[src/rtl/ascon_pkg.sv]
// Shared types and round constants for the ASCON permutation controller.
package ascon_pkg;

  typedef enum logic [3:0] {
    S_IDLE,
    S_CLEAR,
    S_INIT,
    S_WAIT_AD,
    S_AD,
    S_WAIT_PT,
    S_PT,
    S_FINAL,
    S_DONE
  } t_fsm_state;

  typedef enum logic [1:0] {
    RC_HOLD,
    RC_CLEAR,
    RC_LOAD,
    RC_INC
  } t_round_cmd;

  localparam logic [3:0] C_ROUND_PA_START = 4'd0;
  localparam logic [3:0] C_ROUND_PB_START = 4'd6;
  localparam logic [3:0] C_ROUND_LAST     = 4'd11;

endpackage

[src/rtl/ascon_fsm_round_counter.sv]
// Permutation round counter: clears, loads a start round, increments and
// saturates at the last round, flagging it.
module round_counter
  import ascon_pkg::*;
(
  input  logic       clock,
  input  logic       reset_n,
  input  logic [1:0] cmd_i,
  input  logic [3:0] load_value_i,
  output logic [3:0] round_o,
  output logic       last_o
);

  logic [3:0] count_q;
  logic [3:0] count_d;

  // A load is visible in the same cycle, so a data transfer already runs
  // its first round; the register then holds the following round.
  always_comb begin
    round_o = count_q;
    count_d = count_q;
    case (cmd_i)
      RC_CLEAR: count_d = C_ROUND_PA_START;
      RC_LOAD: begin
        round_o = load_value_i;
        count_d = load_value_i + 4'd1;
      end
      RC_INC: begin
        if (count_q != C_ROUND_LAST) begin
          count_d = count_q + 4'd1;
        end
      end
      default: count_d = count_q;
    endcase
    last_o = (round_o == C_ROUND_LAST);
  end

  always_ff @(posedge clock or negedge reset_n) begin
    if (!reset_n) begin
      count_q <= C_ROUND_PA_START;
    end else begin
      count_q <= count_d;
    end
  end

endmodule

[src/rtl/ascon_fsm.sv]
// ASCON encryption controller: sequences init, associated data, plaintext
// blocks and finalisation over a shared permutation datapath.
module ascon_fsm
  import ascon_pkg::*;
#(
  parameter int G_NUM_PT_BLOCKS = 4
)
(
  input  logic       clock,
  input  logic       reset_n,
  input  logic       i_start,
  input  logic       i_data_valid,
  output logic       o_ready,
  output logic       o_cipher_valid,
  output logic       o_done,
  output logic       o_busy,
  output logic       o_sys_enable,
  output logic       o_mux_select,
  output logic       o_enable_xor_key_begin,
  output logic       o_enable_xor_data_begin,
  output logic       o_enable_xor_key_end,
  output logic       o_enable_xor_lsb_end,
  output logic       o_enable_cipher_reg,
  output logic       o_enable_tag_reg,
  output logic       o_enable_state_reg,
  output logic [3:0] o_round
);

  t_fsm_state state_q;
  t_fsm_state state_d;
  logic [3:0] block_q;
  logic [3:0] block_d;
  t_round_cmd roundCmd;
  logic [3:0] roundLoad;
  logic       roundLast;
  logic       lastBlock;

  assign lastBlock = (block_q == 4'(G_NUM_PT_BLOCKS - 1));

  round_counter u_round_counter (
    .clock        (clock),
    .reset_n      (reset_n),
    .cmd_i        (roundCmd),
    .load_value_i (roundLoad),
    .round_o      (o_round),
    .last_o       (roundLast)
  );

  // Counter command depends only on state and inputs, never on the round.
  always_comb begin
    roundCmd  = RC_HOLD;
    roundLoad = C_ROUND_PB_START;
    case (state_q)
      S_CLEAR, S_DONE:             roundCmd = RC_CLEAR;
      S_INIT, S_AD, S_PT, S_FINAL: roundCmd = RC_INC;
      S_WAIT_AD: begin
        if (i_data_valid) roundCmd = RC_LOAD;
      end
      S_WAIT_PT: begin
        if (i_data_valid) begin
          roundCmd = RC_LOAD;
          if (lastBlock) roundLoad = C_ROUND_PA_START;
        end
      end
      default: roundCmd = RC_HOLD;
    endcase
  end

  always_comb begin
    state_d                 = state_q;
    block_d                 = block_q;
    o_ready                 = 1'b0;
    o_sys_enable            = 1'b1;
    o_mux_select            = 1'b0;
    o_enable_xor_key_begin  = 1'b0;
    o_enable_xor_data_begin = 1'b0;
    o_enable_xor_key_end    = 1'b0;
    o_enable_xor_lsb_end    = 1'b0;
    o_enable_cipher_reg     = 1'b0;
    o_enable_tag_reg        = 1'b0;
    o_enable_state_reg      = 1'b0;
    o_busy                  = (state_q != S_IDLE);
    o_done                  = (state_q == S_DONE);
    // The first round after a plaintext transfer marks a fresh cipher block.
    o_cipher_valid          = ((state_q == S_PT) && (o_round == C_ROUND_PB_START + 4'd1)) ||
                              ((state_q == S_FINAL) && (o_round == C_ROUND_PA_START + 4'd1));
    case (state_q)
      S_IDLE: begin
        if (i_start) state_d = S_CLEAR;
      end
      S_CLEAR: begin
        o_sys_enable = 1'b0;
        block_d      = '0;
        state_d      = S_INIT;
      end
      S_INIT: begin
        o_enable_state_reg = 1'b1;
        o_mux_select       = (o_round != C_ROUND_PA_START);
        if (roundLast) begin
          o_enable_xor_key_end = 1'b1;
          state_d              = S_WAIT_AD;
        end
      end
      S_WAIT_AD: begin
        o_ready = 1'b1;
        if (i_data_valid) begin
          o_mux_select            = 1'b1;
          o_enable_xor_data_begin = 1'b1;
          o_enable_state_reg      = 1'b1;
          state_d                 = S_AD;
        end
      end
      S_AD: begin
        o_enable_state_reg = 1'b1;
        o_mux_select       = 1'b1;
        if (roundLast) begin
          o_enable_xor_lsb_end = 1'b1;
          state_d              = S_WAIT_PT;
        end
      end
      S_WAIT_PT: begin
        o_ready = 1'b1;
        if (i_data_valid) begin
          o_mux_select            = 1'b1;
          o_enable_xor_data_begin = 1'b1;
          o_enable_cipher_reg     = 1'b1;
          o_enable_state_reg      = 1'b1;
          block_d                 = block_q + 4'd1;
          if (lastBlock) begin
            o_enable_xor_key_begin = 1'b1;
            state_d                = S_FINAL;
          end else begin
            state_d = S_PT;
          end
        end
      end
      S_PT: begin
        o_enable_state_reg = 1'b1;
        o_mux_select       = 1'b1;
        if (roundLast) state_d = S_WAIT_PT;
      end
      S_FINAL: begin
        o_enable_state_reg = 1'b1;
        o_mux_select       = 1'b1;
        if (roundLast) begin
          o_enable_xor_key_end = 1'b1;
          o_enable_tag_reg     = 1'b1;
          state_d              = S_DONE;
        end
      end
      S_DONE:  state_d = S_IDLE;
      default: state_d = S_IDLE;
    endcase
  end

  always_ff @(posedge clock or negedge reset_n) begin
    if (!reset_n) begin
      state_q <= S_IDLE;
      block_q <= '0;
    end else begin
      state_q <= state_d;
      block_q <= block_d;
    end
  end

endmodule

[config.mk]
export PLATFORM = sky130hd
export DESIGN_NAME = ascon_fsm
export DESIGN_NICKNAME = d
export VERILOG_FILES = /design/src/rtl/ascon_pkg.sv /design/src/rtl/ascon_fsm_round_counter.sv /design/src/rtl/ascon_fsm.sv
export SDC_FILE = /design/constraint.sdc
export NUM_CORES = 1
export LEC_CHECK = 0
export ABC_AREA = 1
export CORE_MARGIN = 3
export CORE_UTILIZATION = 48
export CTS_BUF_LIST = sky130_fd_sc_hd__clkbuf_2
export DETAILED_ROUTE_END_ITERATION = 8
export GPL_TIMING_DRIVEN = 0
export HOLD_SLACK_MARGIN = 0.03
export PLACE_DENSITY = 0.78
export SYNTH_ARGS = -nofsm -noshare
export SYNTH_HDL_FRONTEND = slang
export SYNTH_HIERARCHICAL = 1
export SYNTH_SLANG_ARGS = --single-unit
[constraint.sdc]
create_clock -name clock -period 2.1 [get_ports clock]
set_input_delay 0.21 -clock clock [delete_from_list [all_inputs] [get_ports clock]]
set_output_delay 0.21 -clock clock [all_outputs]
set_load 0.05 [all_outputs]
==> results of run 1 <==
cells in the mapped netlist (all sizes together):
cell type  number
nand2          55
inv            24
nor2           20
nand3          13
dfrtp          12
o21ai          12
a21oi           4
ha              4
nand4           4
buf             2
nor3            2
nor3b           2
nor4            2
a21boi          1
clkinv          1
conb            1
nand3b          1
xor2            1
stage by stage:
| step | std cells | cell area (um2) |
|---|---|---|
| after detailed placement | 211 | 1440 |
| after CTS | 239 | 1700 |
| after global placement | 211 | 1440 |
| after floorplan | 164 | 1200 |
kinds of logic after synthesis:
kind of cell | after synthesis | share of synthesized area, %
other | 1 | 0.355
xor gates and xnor gates | 1 | 0.829
buffers and inverters | 27 | 10.4
and+or+nand+nor | 99 | 45.6
AOI/OAI and AO/OA | 17 | 9.70
adders and majority gates | 4 | 4.73
DFF | 12 | 28.4
repair_timing:
| action | 4_1_cts |
|---|---|
| setup endpoints to repair | 21 |
| cloned | 0 |
| hold buffers | 0 |
| pin swaps | 15 |
| gates resized for setup | 92 |
| buffers inserted | 25 |
==> metrics.md, run 1 <==
| Metric | Value |
|---|---|
| Pin ending the worst setup path after global-route repair | `o_enable_tag_reg` |
| Die Width | `52.9 um` |
| Largest cells by area after synthesis | `dfrtp_1, nand2_1, inv_1` |
| Clock buffer depth | `2` |
| Cts bufs inserted | `3` |
| Synth Instances | `161` |
| Yosys reg bits | `12` |
| First Err | `[ERROR DPL-0033] detailed placement checks failed during check placement.` |
| Mapped Area | `0.00106 mm2` |
| Largest area contributor in the netlist | `dfrtp_1` |
| Core Rows | `16` |
| I/O Buffers | `20` |
| Routability cong. | `0.844` |
| Failed at | `global routing (5_1_grt)` |
| Antenna violations before repair | `0` |
| Warnings, synthesis | `6` |
| Synth cell types | `29` |
| Status | `stopped before the end` |
| Die height | `52.9 um` |
| Worst EP kind | `primary output` |
| Root buffer cell | `clkbuf_2` |
| Sequential-to-total area share from yosys stat | `28.4%` |
| # IOs | `21` |
| Pre-CTS setup slack | `-1.24 ns` |
| Largest net degree at the start of global routing | `13` |
| Synthesized area per cell | `6.57 um2` |
| Clock Sinks | `12` |
| Top-area cell type share of the netlist area | `28.4%` |
| H-tree depth | `1` |
| DP Wirelength | `1950 um` |
| Starting Density | `52.3%` |
==> run 2, diff against run 1 <==
CORE_AREA = 3 3 64 66   (was not set)
CORE_MARGIN = not set   (was 3)
CORE_UTILIZATION = not set   (was 48)
CTS_BUF_LIST = not set   (was sky130_fd_sc_hd__clkbuf_2)
DIE_AREA = 0 0 67 69   (was not set)
HOLD_SLACK_MARGIN = not set   (was 0.03)
PLACE_DENSITY = not set   (was 0.78)
PLACE_DENSITY_LB_ADDON = 0.15   (was not set)
clock period = 2.7 ns   (was 2.1 ns; I/O delays follow)
==> run 2 against run 1 <==
Net effect: synthesized cell count did not move; area after synthesis did not move; the flow now finishes, with violations (negative setup slack).
==> metrics.md, run 2 <==
| Metric | Value |
|---|---|
| CP max stage cell | `dfrtp_2` |
| HP Class | `in -> async` |
| Clk slew on worst S/H paths | `0.05 ns` |
| H-tree depth | `1 (unchanged)` |
| Synth cell types | `29 (unchanged)` |
| Slowest Stage Delay on Critical Path | `0.44 ns` |
| Sequential-to-total area share from yosys stat | `28.4% (unchanged)` |
| Layout area overhead | `65.1%` |
| Die Area | `0.00462 mm2` |
| I/O Buffers | `20 (unchanged)` |
| Starting Density | `29.1% (was 52.3%)` |
| Clock buffer depth | `2 (unchanged)` |
| Post-route ant nets | `0` |
| Largest cells by area after synthesis | `dfrtp_1, nand2_1, inv_1 (unchanged)` |
| Req. time, crit path | `2.43 ns` |
| Total Wirelength | `2780 um` |
| Final Max Tran Viols | `0` |
| Relative slew margins | `61.1%` |
| Cts bufs inserted | `3 (unchanged)` |
| Hold Slack | `0.403 ns` |
| Final worst slack | `-0.00871 ns` |
| Avg WL per Cell | `10.7 um` |
| First-pass DRT Iterations | `3` |
| Final design utilization | `48.0%` |
| RSZ-0062 raised after global routing | `true` |
| Failing checks | `negative setup slack` |
| Inserted Diodes | `0` |
| Root buffer cell | `clkbuf_8 (was clkbuf_2)` |
| DRT iter0 DRCs | `43` |
| Fin nets | `220` |
| Clk_skew | `0.00276 ns` |
| Largest net degree at the start of global routing | `13` |
| Remaining DRCs | `0` |
| First-pass GRT wire length | `4700 um` |
| Core box area | `0.00363 mm2` |
| Crit path cell chain | `nor2_4 > buf_6 > nand2_4 > nand4_1 > inv_2 > ha_4 > o21ai_4 > nand2_2 > nor3b_4 > inv_2 > nor4_4 > buf_6` |
| DP Wirelength | `2140 um (was 1950 um)` |
| Routability cong. | `0.868 (was 0.844)` |
| Gr usage total | `12.8%` |
| Mapped Area | `0.00106 mm2 (unchanged)` |
| Fmax | `369 MHz` |
| Period Utilization, post-route | `100%` |
| Core Rows | `22 (was 16)` |
| Async set-reset flop share out of synthesis | `100% (unchanged)` |
| Clock Sinks | `12 (unchanged)` |
| CP arrival | `2.44 ns` |
| Clk Latency, worst-skew pair | `0.24 ns` |
| CTS tree | `yes` |
| Via count | `1,126` |
| Post-synth top flop | `dfrtp_1 (unchanged)` |
| Placed Area | `0.00144 mm2 (about the same)` |
| Top-area cell type share of the netlist area | `28.4% (unchanged)` |
| Final hold violation count | `0` |
| Commonest cells after routing, fill and taps aside | `nand2_1, buf_4, nand2_2, inv_1` |
| Largest regs | `block_q: 4 flops, state_q: 4 flops, u_round_counter/count_q: 4 flops` |
| Vias in the first global route | `1,075` |
| GR Overflow Total | `0` |
| Crit. End Element | `primary output` |
| Max-cap violations | `0` |
| Synth Instances | `161 (unchanged)` |
| Post-synth EDFFs | `0 (unchanged)` |
| Startpoint types | `register` |
| Synthesized area per cell | `6.57 um2 (unchanged)` |
| Design area | `0.00175 mm2` |
| Warnings, synthesis | `6 (unchanged)` |
| Fraction of layout cells with a size suffix above 1 | `43.6%` |
| Yosys reg bits | `12 (unchanged)` |
| Antenna violations before repair | `0` |
| Post-synth top cells | `nand2_1, inv_1, nor2_1, dfrtp_1 (unchanged)` |
| Largest area contributor in the netlist | `dfrtp_1 (unchanged)` |
| Status | `complete, but fails checks (was stopped before the end)` |
| # IOs | `21 (unchanged)` |
| Crit Path Max Fanout | `8` |
| Die height | `69 um (was 52.9 um)` |
| Count leader, synth | `nand2_1 (unchanged)` |
| DR vias/cell | `4.35` |
| Critical path type | `reg -> out` |
| Worst Max-Slew Pin Slew | `0.581 ns` |
| Most common cell after layout, fill and taps aside | `nand2_1` |
| Min cycle time layout | `2.71 ns` |
| Die Width | `67 um (was 52.9 um)` |
| # setup viols final | `2` |
[run 2: worst paths after layout]
path                                 start                         end  slack (ns)  depth (start not counted)
worst max-delay path            state_q[2]        o_enable_xor_lsb_end      -0.009                         12
worst min-delay path               reset_n                  block_q[1]        0.40                          1
worst max register to register  state_q[1]  u_round_counter/count_q[2]        0.20                         16
worst min register to register  block_q[0]                  block_q[0]        0.53                          1
max in group asynchronous          reset_n                  state_q[2]        1.88                          1
min in group clock              block_q[0]                  block_q[0]        0.53                          1
[run 2: layout make-up]
| cell class | instances | area (um2) |
|---|---|---|
| plain buffers | 1 | 11.3 |
| clock buffers | 4 | 55.1 |
| fillers | 372 | 1890 |
| inverters | 25 | 96.3 |
| multi-input cells | 125 | 836 |
| flip-flops and latches | 12 | 304 |
| well taps | 48 | 60.1 |
| repair buffers | 44 | 383 |
[run 2: layer usage]
layer | part of all wire [%] | vias up | wire, um | global-route usage (%)
li1 | - | 604 | - | -
met1 | 44 | 506 | 1210 | 15.4
met2 | 53 | 12 | 1460 | 21.6
met3 | 2.5 | 4 | 70 | 2.61
met4 | 1.3 | 0 | 35 | 4.73
met5 | 0 | - | 0 | 0
[run 2: per-stage QoR]
step	setup slack, ns	TNS [ns]	instances
3_5_place_dp	-0.796	-3.83	232
4_1_cts	-0.166	-0.274	253
6_report	-0.00871	-0.0131	259
3_3_place_gp	-0.764	-3.56	232
2_1_floorplan	-0.392	-1.42	164
5_1_grt	-0.126	-0.413	259
[run 2: repair_timing]
action	4_1_cts	5_1_grt
setup endpoints to repair	9	12
pin swaps	9	13
gates resized for setup	43	22
setup buffers	17	7
cloned	0	0
hold buffers	0	0
[run 2: cells by family (layout without fill, tap and decap cells)]
family                   after synthesis  after routing  synth area share (%)
flip-flops                            12             12                  28.4
adder cells (fa/ha/maj)                4              4                  4.73
AND/OR/NAND/NOR                       99             99                  45.6
other                                  1              4                 0.355
XOR/XNOR                               1              1                 0.829
buffers and inverters                 27             74                  10.4
AO/OA/AOI/OAI                         17             17                  9.70
[run 2: critical path: cells and delay by family, from the launching register on]
kind	cells	cell delay, ns
AND/OR/NAND/NOR	6	0.86
buffers and inverters	4	0.47
flip-flops	1	0.44
adder cells (fa/ha/maj)	1	0.21
AO/OA/AOI/OAI	1	0.20
Power of run 2 is left out: the tool's default activity adds up to more than one toggle a clock period on the data nets, which glitch-free logic cannot reach.
==> run 3, diff against run 2 <==
--- a/config.mk
+++ b/config.mk
@@ -7,4 +7,6 @@
 export LEC_CHECK = 0
 export ABC_AREA = 1
+export CELL_PAD_IN_SITES_DETAIL_PLACEMENT = 1
+export CELL_PAD_IN_SITES_GLOBAL_PLACEMENT = 1
 export CORE_AREA = 3 3 64 66
 export DETAILED_ROUTE_END_ITERATION = 8
==> constraint.sdc (replaced) <==
create_clock -name clock -period 2.7 [get_ports clock]
set_input_delay 0.27 -clock clock [delete_from_list [all_inputs] [get_ports clock]]
set_output_delay 0.27 -clock clock [all_outputs]
set_load 0.1 [all_outputs]
==> run 3 against run 2 <==
Net effect: non-clock buffer count rose by 17; register-to-register slack got worse by 0.12 ns; die area did not move; wire length rose by 53%; utilization rose by 6.6 points; the run still ends with negative setup slack left; critical path type unchanged; worst setup slack got worse by 0.25 ns; largest cell class unchanged.
==> metrics.md, run 3 (synthesized netlist as in run 2, its figures left out) <==
| Metric | Value |
|---|---|
| Req. time, crit path | `2.43 ns (about the same)` |
| Crit path cell chain | `inv_2 > nand2_2 > nand2_2 > inv_1 > nor2_4 > nand2_2 > ha_4 > o21ai_4 > nand2_1 > nor3b_4 > inv_2 > nor4_4 > buf_6 (was nor2_4 > buf_6 > nand2_4 > nand4_1 > inv_2 > ha_4 > o21ai_4 > nand2_2 > nor3b_4 > inv_2 > nor4_4 > buf_6)` |
| Vias in the first global route | `1,335 (was 1,075)` |
| Core box area | `0.00363 mm2 (unchanged)` |
| Min cycle time layout | `2.95 ns (was 2.71 ns)` |
| Critical path type | `reg -> out (unchanged)` |
| Gr usage total | `16.3% (was 12.8%)` |
| Buf+Inv Stages, Crit Path | `4 (unchanged)` |
| Final hold violation count | `0 (unchanged)` |
| Die Area | `0.00462 mm2 (unchanged)` |
| Placed Area | `0.00152 mm2 (was 0.00144 mm2)` |
| Total Wirelength | `4240 um (was 2780 um)` |
| Via count | `1,328 (was 1,126)` |
| Die Width | `67 um (unchanged)` |
| Remaining DRCs | `0 (unchanged)` |
| Starting Density | `29.1% (unchanged)` |
| Root buffer cell | `clkbuf_8 (unchanged)` |
| Crit Path Max Fanout | `8 (unchanged)` |
| Startpoint types | `register (unchanged)` |
| CTS tree | `yes (unchanged)` |
| Routability cong. | `0.763 (was 0.868)` |
| Design area | `0.00199 mm2 (was 0.00175 mm2)` |
| Cell family with most CP delay | `simple AND/OR/NAND/NOR gates (unchanged)` |
| Layout area overhead | `87.8% (was 65.1%)` |
| Status | `complete, but fails checks (unchanged)` |
| GR Overflow Total | `0 (unchanged)` |
| # setup viols final | `5 (was 2)` |
| DR vias/cell | `4.81 (was 4.35)` |
| Max-cap violations | `0 (unchanged)` |
| Worst path depth | `13 (was 12)` |
| Die height | `69 um (unchanged)` |
| Core Rows | `22 (unchanged)` |
| Worst Setup SP | `state_q[1] (was state_q[2])` |
| Slowest Stage Delay on Critical Path | `0.50 ns (was 0.44 ns)` |
| Clock buffer depth | `2 (unchanged)` |
| Filler Cells Inserted | `443 (was 372)` |
| Fraction of layout cells with a size suffix above 1 | `51.3% (was 43.6%)` |
| Avg WL per Cell | `15.4 um (was 10.7 um)` |
| CP most frequent cell | `nand2_2` |
| RSZ-0062 raised after global routing | `true (unchanged)` |
| Cts bufs inserted | `3 (unchanged)` |
| Largest net degree at the start of global routing | `13 (unchanged)` |
| Period Utilization, post-route | `109% (was 100%)` |
| DRT iter0 DRCs | `52 (was 43)` |
| # IOs | `21 (unchanged)` |
| Most common cell after layout, fill and taps aside | `buf_4 (was nand2_1)` |
| CP arrival | `2.68 ns (was 2.44 ns)` |
| Setup_tns | `-0.861 ns (was -0.0131 ns)` |
| Inserted Diodes | `0 (unchanged)` |
| First-pass DRT Iterations | `4 (was 3)` |
| Commonest cells after routing, fill and taps aside | `buf_4, nand2_1, inv_1, nand2_2, nor2_4 (was nand2_1, buf_4, nand2_2, inv_1)` |
| R2R Path Start | `state_q[1] (unchanged)` |
| Pre-CTS setup slack | `-1.18 ns (was -0.796 ns)` |
| Final Max Tran Viols | `0 (unchanged)` |
| HP Class | `in -> async (unchanged)` |
| First-pass GRT wire length | `6000 um (was 4700 um)` |
| Critical path capture point | `o_enable_xor_lsb_end (unchanged)` |
| Failing checks | `negative setup slack (unchanged)` |
| H-tree depth | `1 (unchanged)` |
| Post-route ant nets | `0 (unchanged)` |
| Final worst slack | `-0.255 ns (was -0.00871 ns)` |
| I/O Buffers | `20 (unchanged)` |
| Clock Sinks | `12 (unchanged)` |
| Largest regs | `block_q: 4 flops, state_q: 4 flops, u_round_counter/count_q: 4 flops (unchanged)` |
| Crit. End Element | `primary output (unchanged)` |
| Worst reg2reg setup slack | `0.08 ns (was 0.20 ns)` |
| Fin nets | `237 (was 220)` |
| Clk_skew | `0.00166 ns (was 0.00276 ns)` |
| Clk slew on worst S/H paths | `0.05 ns (about the same)` |
| Worst Max-Slew Pin Slew | `0.969 ns (was 0.581 ns)` |
| RR Endpoint | `state_q[0] (was u_round_counter/count_q[2])` |
| Relative slew margins | `35.2% (was 61.1%)` |
| Antenna violations before repair | `0 (unchanged)` |
| Worst reg-to-reg path cell count | `17 (was 16)` |
| DP Wirelength | `2460 um (was 2140 um)` |
| Clk Latency, worst-skew pair | `0.23 ns (was 0.24 ns)` |
| CP max stage cell | `dfrtp_2 (unchanged)` |
| Fmax | `338 MHz (was 369 MHz)` |
[run 3: area by class of cell]
type / count / area (um2) / share of cell area [%]
multi-input combinational: 125 / 917 / 46.2
sequential: 12 / 304 / 15.3
clock buffer: 4 / 45.0 / 2.27
timing repair buffer: 61 / 549 / 27.7
buffer: 1 / 11.3 / 0.567
tap: 48 / 60.1 / 3.02
inverter: 25 / 98.8 / 4.98
[run 3: per-stage QoR]
step | hold WS, ns | utilization [%] | instances
after floorplan | -0.0256 | - | 164
after global placement | 0.525 | 41.8 | 232
after global routing | 0.437 | 54.6 | 276
after detailed placement | 0.538 | 41.8 | 232
final | 0.402 | 54.6 | 276
after CTS | 0.422 | 50.0 | 263
[run 3: worst min-delay path by stage]
stage | to | slack [ns] | depth (start not counted) | from
5_1_grt | u_round_counter/count_q[3] | 0.44 | 1 | reset_n
3_3_place_gp | block_q[0] | 0.53 | 1 | block_q[0]
4_1_cts | u_round_counter/count_q[3] | 0.42 | 1 | reset_n
3_5_place_dp | block_q[0] | 0.54 | 1 | block_q[0]
6_report | u_round_counter/count_q[3] | 0.40 | 1 | reset_n
2_1_floorplan | block_q[0] | -0.03 | 0 | reset_n
[run 3: metal layers]
metal / part of all wire, % / global-route usage, % / wire length (um) / up-vias
met5: 0 / 0 / 0 / -
met4: 2.1 / 4.50 / 90 / 0
met3: 3.3 / 2.61 / 140 / 8
met2: 51 / 29.3 / 2160 / 31
met1: 44 / 19.3 / 1850 / 643
li1: - / - / - / 646
[run 3: timing repair]
action,CTS,global route
endpoints found under the setup margin,12,13
gates resized for setup,66,25
pin swaps,12,15
hold buffers,0,0
buffers inserted,28,14
hold endpoints to repair,0,0
cloned,0,0
Power of run 3 is left out for the same reason.
